### src/rtl/pc_gen.sv
// Program-counter generator: BOOT/RUN/HALT sequencing, trap and redirect handling,
// misaligned-target detection and a small circular return-address stack.
module pc_gen #(
    parameter int              XLEN         = 32,
    parameter logic [XLEN-1:0] RESET_VECTOR = 32'h0000_0000,
    parameter logic [XLEN-1:0] TRAP_VECTOR  = 32'h0000_0100,
    parameter bit              C_EXT        = 1'b0,
    parameter int              RAS_DEPTH    = 4
) (
    input  logic            clk,
    input  logic            rst,
    input  logic            stall,
    input  logic            redirect,
    input  logic [XLEN-1:0] redirect_pc,
    input  logic            trap,
    input  logic            halt,
    input  logic            resume,
    input  logic            ras_push,
    input  logic            ras_pop,
    output logic [XLEN-1:0] pc,
    output logic [XLEN-1:0] pc_plus4,
    output logic            fetch_valid,
    output logic            misalign,
    output logic [XLEN-1:0] bad_addr,
    output logic            ras_empty,
    output logic            ras_full
);
    localparam int PW = $clog2(RAS_DEPTH);

    typedef enum logic [1:0] {BOOT, RUN, HALT} state_t;

    state_t          state;
    logic [XLEN-1:0] ras [RAS_DEPTH];
    logic [PW-1:0]   ptr;      // next free slot; top of stack is ptr-1
    logic [PW:0]     count;
    logic [PW-1:0]   top_idx;
    logic [PW-1:0]   widx;
    logic            misaligned_tgt;
    logic            advance;
    logic            push_ok;
    logic            pop_ok;

    assign pc_plus4  = pc + XLEN'(4);
    assign top_idx   = ptr - PW'(1);
    assign ras_empty = (count == '0);
    assign ras_full  = (count == (PW+1)'(RAS_DEPTH));

    assign misaligned_tgt = C_EXT ? redirect_pc[0] : (redirect_pc[1:0] != 2'b00);

    // RAS only moves when the PC takes its sequential/return path
    assign advance = (state == RUN) && !trap && !redirect && !halt && !stall;
    assign pop_ok  = advance && ras_pop && !ras_empty;
    assign push_ok = advance && ras_push;
    // simultaneous push+pop replaces the top in place
    assign widx    = pop_ok ? top_idx : ptr;

    always_ff @(posedge clk) begin
        if (!rst && push_ok)
            ras[widx] <= pc_plus4;
    end

    always_ff @(posedge clk) begin
        if (rst) begin
            state       <= BOOT;
            pc          <= RESET_VECTOR;
            fetch_valid <= 1'b0;
            misalign    <= 1'b0;
            bad_addr    <= '0;
            count       <= '0;
            ptr         <= '0;
        end else begin
            misalign <= 1'b0;
            case (state)
                BOOT: begin
                    state       <= RUN;
                    fetch_valid <= 1'b1;
                end
                RUN: begin
                    if (trap) begin
                        pc    <= TRAP_VECTOR;
                        count <= '0;
                    end else if (redirect && misaligned_tgt) begin
                        pc       <= TRAP_VECTOR;
                        misalign <= 1'b1;
                        bad_addr <= redirect_pc;
                        count    <= '0;
                    end else if (redirect) begin
                        pc <= redirect_pc;
                    end else if (halt) begin
                        state       <= HALT;
                        fetch_valid <= 1'b0;
                    end else if (!stall) begin
                        pc <= pop_ok ? ras[top_idx] : pc_plus4;
                        if (push_ok && !pop_ok) begin
                            ptr <= ptr + PW'(1);
                            if (!ras_full)
                                count <= count + (PW+1)'(1);
                        end else if (pop_ok && !push_ok) begin
                            ptr   <= top_idx;
                            count <= count - (PW+1)'(1);
                        end
                    end
                end
                HALT: begin
                    if (trap) begin
                        pc          <= TRAP_VECTOR;
                        count       <= '0;
                        state       <= RUN;
                        fetch_valid <= 1'b1;
                    end else if (resume) begin
                        state       <= RUN;
                        fetch_valid <= 1'b1;
                    end
                end
                default: begin
                    state       <= BOOT;
                    fetch_valid <= 1'b0;
                end
            endcase
        end
    end
endmodule

### config.mk
export PLATFORM = sky130hd
export DESIGN_NAME = pc_gen
export DESIGN_NICKNAME = d
export VERILOG_FILES = /design/src/rtl/pc_gen.sv
export SDC_FILE = /design/constraint.sdc
export NUM_CORES = 1
export LEC_CHECK = 0
export ABC_AREA = 1
export BUFFER_PORTS_ARGS = -buffer_cell sky130_fd_sc_hd__buf_2
export CAP_MARGIN = 20
export CORE_MARGIN = 5
export CORE_UTILIZATION = 45
export DETAILED_ROUTE_END_ITERATION = 10
export MAX_ROUTING_LAYER = met4
export PLACE_DENSITY = 0.66
export RECOVER_POWER = 50
export SLEW_MARGIN = 20
export SYNTH_ARGS = -nofsm -noshare
export SYNTH_HDL_FRONTEND = slang
export SYNTH_SLANG_ARGS = --single-unit
### constraint.sdc
create_clock -name clk -period 3.9 [get_ports clk]
set_input_delay 0 -clock clk [delete_from_list [all_inputs] [get_ports clk]]
set_output_delay 0 -clock clk [all_outputs]
set_load 0.1 [all_outputs]
==> summary.txt <==
Floorplanning
  • Core Area: about 20,000 um^2
  • Number of I/O pins: about 140
  • Area of the die: ~23,000 um^2
  • Row count: between 50 and 60
  • Die span in x: 153 um
  • Starting Density: between 40% and 50%
  • Chip height: ~150 um

Clocking
  • Setup Buffers After CTS: 0
  • Worst-Skew Late Latency: roughly 440 ps
  • Clk slew on worst S/H paths: approximately 70 ps
  • Clock tree buffer depth: 2
  • CTS sink count: 200
  • H-tree level count: 4
  • CTS Root Cell: clkbuf_16
  • Num CTS Buffers: 17
  • TritonCTS clock tree: done

Timing
  • Min cycle time layout: between 3000 and 4000 ps
  • Final hold vios: 0
  • RSZ-0062 raised after global routing: no
  • Worst-Margin Slew: ~1700 ps
  • Period utilization: 79.6%
  • Max-slew violations: 36
  • Worst slew margin: -13.5%
  • Highest Clock Rate: ~0.32 GHz
  • Setup_tns: 0 ps
  • Max Clock Skew: about 8.6 ps
  • Setup violators final: 0

Synthesis
  • Yosys top cell area share: between 40% and 50%
  • FFs w/ async S/R, synth: 0%
  • Synth top area cells: edfxtp_1 42%, dfxtp_1 16%, nand2_1 8.9%
  • Synth unique cells: 36
  • Mapped cell area: between 9000 and 10,000 um^2
  • Sequential element share of the synthesized area: a little under three fifths
  • EDFF count, synth: approximately 130
  • Mapped Cells: between 1,000 and 1,500
  • Syn_area_per_cell: between 8 and 9 um^2
  • Main synth FF type: edfxtp_1
  • Yosys reg bits: 200
  • Yosys top cell by area: edfxtp_1
  • Syn. warnings: 0
  • Mapped Nets: around 1,100

Critical path
  • CP Capture Type: flip-flop
  • CP Max Fanout: 35
  • R2R depth: 10
  • CP required: 4190 ps
  • CP startpoint kind: flip-flop
  • Setup Crit Path Kind: flip-flop to flip-flop
  • Data arrival time of the worst path: around 3400 ps

Run status
  • Status: finished, violations left
  • Failing checks: capacitance limit, slew limit

Routing
  • Via Count: between 7,000 and 8,000
  • DRT iter0 DRCs: around 620
  • DR pass1 iterations: 5
  • DR WL/cell: about 17 um
  • Vias per std cell: approximately 5.3
  • Post-Route WL: between 20,000 and 30,000 um
  • Post-route ant nets: 0
  • DRC: 0

Final layout
  • Final Non-Filler Cells: between 1,500 and 2,000
  • # diodes: 0
  • Share of cells above drive strength 1: 10.9%
  • Area grow syn2layout: 19.6%
  • FILL cells: about 1,900
  • Area occupied by multi-input gates: about 3300 um^2
  • Nets@finish: between 1,000 and 1,500
  • Fin util: 54.6%
  • Storage element area: between 5000 and 6000 um^2

Placed design
  • Dpl hpwl: 18,000 um
  • Gpl congestion: slightly above 0.9
  • IO buf count: 140
  • Placed insts: 1,438

GRT
  • Largest net degree at the start of global routing: 55
  • GR Util All Layers: a little under a quarter
  • Wire length of the first global-routing pass: roughly 42,000 um
  • Total congestion overflow: 0
  • Initial antenna violation count: 0
  • Vias in the first global route: 7,496

Power
  • Power Dens Cells: between 500 and 600 nW/um^2
  • Peak VDD IR: around 0.00046 V
  • Leakage power: 0.00440 uW

Worst hold path
  • Hold WC Path Type: input port to flip-flop
  • Hold Crit Depth: 5

Run
  • Max-cap viol count: 1
-- metrics by stage --
| stage | hold slack [ps] | cell area [um^2] | power, uW | setup slack (ps) |
|---|---|---|---|---|
| 5_1_grt | 67.3 | 11000 | 6580 | 499 |
| 4_1_cts | 12.5 | 11200 | 6380 | 1120 |
| 3_5_place_dp | 255 | 10200 | 4450 | 1310 |
| 6_report | 39.9 | 11000 | 6320 | 795 |
| 2_1_floorplan | 135 | 9250 | 4090 | 27.9 |
| 3_3_place_gp | 240 | 10200 | 4440 | 1380 |
-- synthesized netlist by cell type, types with 2 or more instances --
library cell and instances:
a211oi_1 2, a21oi_1 102, a22oi_1 4, and2_1 14, buf_1 7, buf_2 22, buf_4 6, clkbuf_1 14
dfxtp_1 72, edfxtp_1 128, ha_1 7, inv_1 84, inv_2 7, nand2_1 218, nand2_2 5, nand3_1 52
nand3b_1 2, nor2_1 180, nor2_2 6, nor3_1 4, o211ai_1 2, o21ai_0 54, o21ai_1 24, o21bai_1 4
o22ai_1 22, or2_2 2, xnor2_1 3, xor2_1 8
-- repair_timing --
action / CTS / global route
resized for setup: 0 / 0
hold endpoints to repair: 61 / 0
hold buffers: 33 / 0
-- power breakdown --
group	total (uW)	internal [uW]	switching [uW]
Clock	1910	1090	821
Combinational	1910	319	1590
Sequential	2500	2380	115
-- flip-flops by register name, indices dropped and copies added, names as in the netlist --
| signal | cells |
|---|---|
| state | 2 |
| bad_addr | 32 |
| count | 3 |
| misalign | 1 |
| pc | 32 |
| ptr | 2 |
| ras | 128 |
-- area by class of cell --
type | count | share of cell area [%]
Clock inverter | 14 | 1.90
Sequential cell | 200 | 48.0
Timing Repair Buffer | 188 | 9.74
Inverter | 91 | 3.10
Multi-Input combinational cell | 722 | 30.3
Tap cell | 270 | 3.07
Clock buffer | 18 | 3.89
-- cells in the final DEF, fill, tap and decap left out, drive strengths merged, types with 3 or more instances in the layout --
cell type    synthesis  final
o21ai               78     78
a22oi                4      4
and2                14     14
bufinv               0      4
a21oi              102    102
clkbuf              14     92
o21bai               4      4
nand3               53     53
nand2              223    223
buf                 36     81
xnor2                3      3
dlygate4sd3          0     33
ha                   7      7
o22ai               22     22
edfxtp             128    128
clkinv               0      3
nor2               186    186
xor2                 8      8
dfxtp               72     72
inv                 91     97
nor3                 5      5
-- path summary, 6_finish.rpt --
path	start	end	slack (ps)
max	ptr[0]$_SDFFE_PP0P_	pc[13]$_SDFFE_PP0P_	790
min reg2reg	count[1]$_SDFFE_PP0P_	count[1]$_SDFFE_PP0P_	470
min	stall	ptr[0]$_SDFFE_PP0P_	40
max reg2reg	ptr[0]$_SDFFE_PP0P_	pc[13]$_SDFFE_PP0P_	790
-- critical path, cell delays in order (launching register included) --
cell and delay, ps:
dfxtp_1 430, buf_4 250, nand2_2 90, clkbuf_1 1230, o21ai_0 310, nand2_1 200, nor2_1 60, nor2_1 110
nand2_1 120, nand2_1 80, a21oi_1 60
-- kinds of logic (layout without fill, tap and decap cells) --
family	Yosys count	count (layout)	synth area share, %
fa+ha+maj	8	8	1.17
compound gates	216	216	12.5
simple gates	487	487	21.6
buf+inv	141	311	6.37
flops	200	200	57.4
xor+xnor	11	11	1.05
-- routing by layer --
layer / share of wire (%) / global-route usage, % / routed length (um) / up-vias
met1: 47 / 34.4 / 12500 / 3700
li1: - / - / - / 3851
met3: 7.4 / 3.48 / 1940 / 24
met4: 1.7 / 6.58 / 440 / 0
met5: 0 / - / 0 / -
met2: 43 / 32.9 / 11400 / 343
Power figures use the tool's default switching activity.
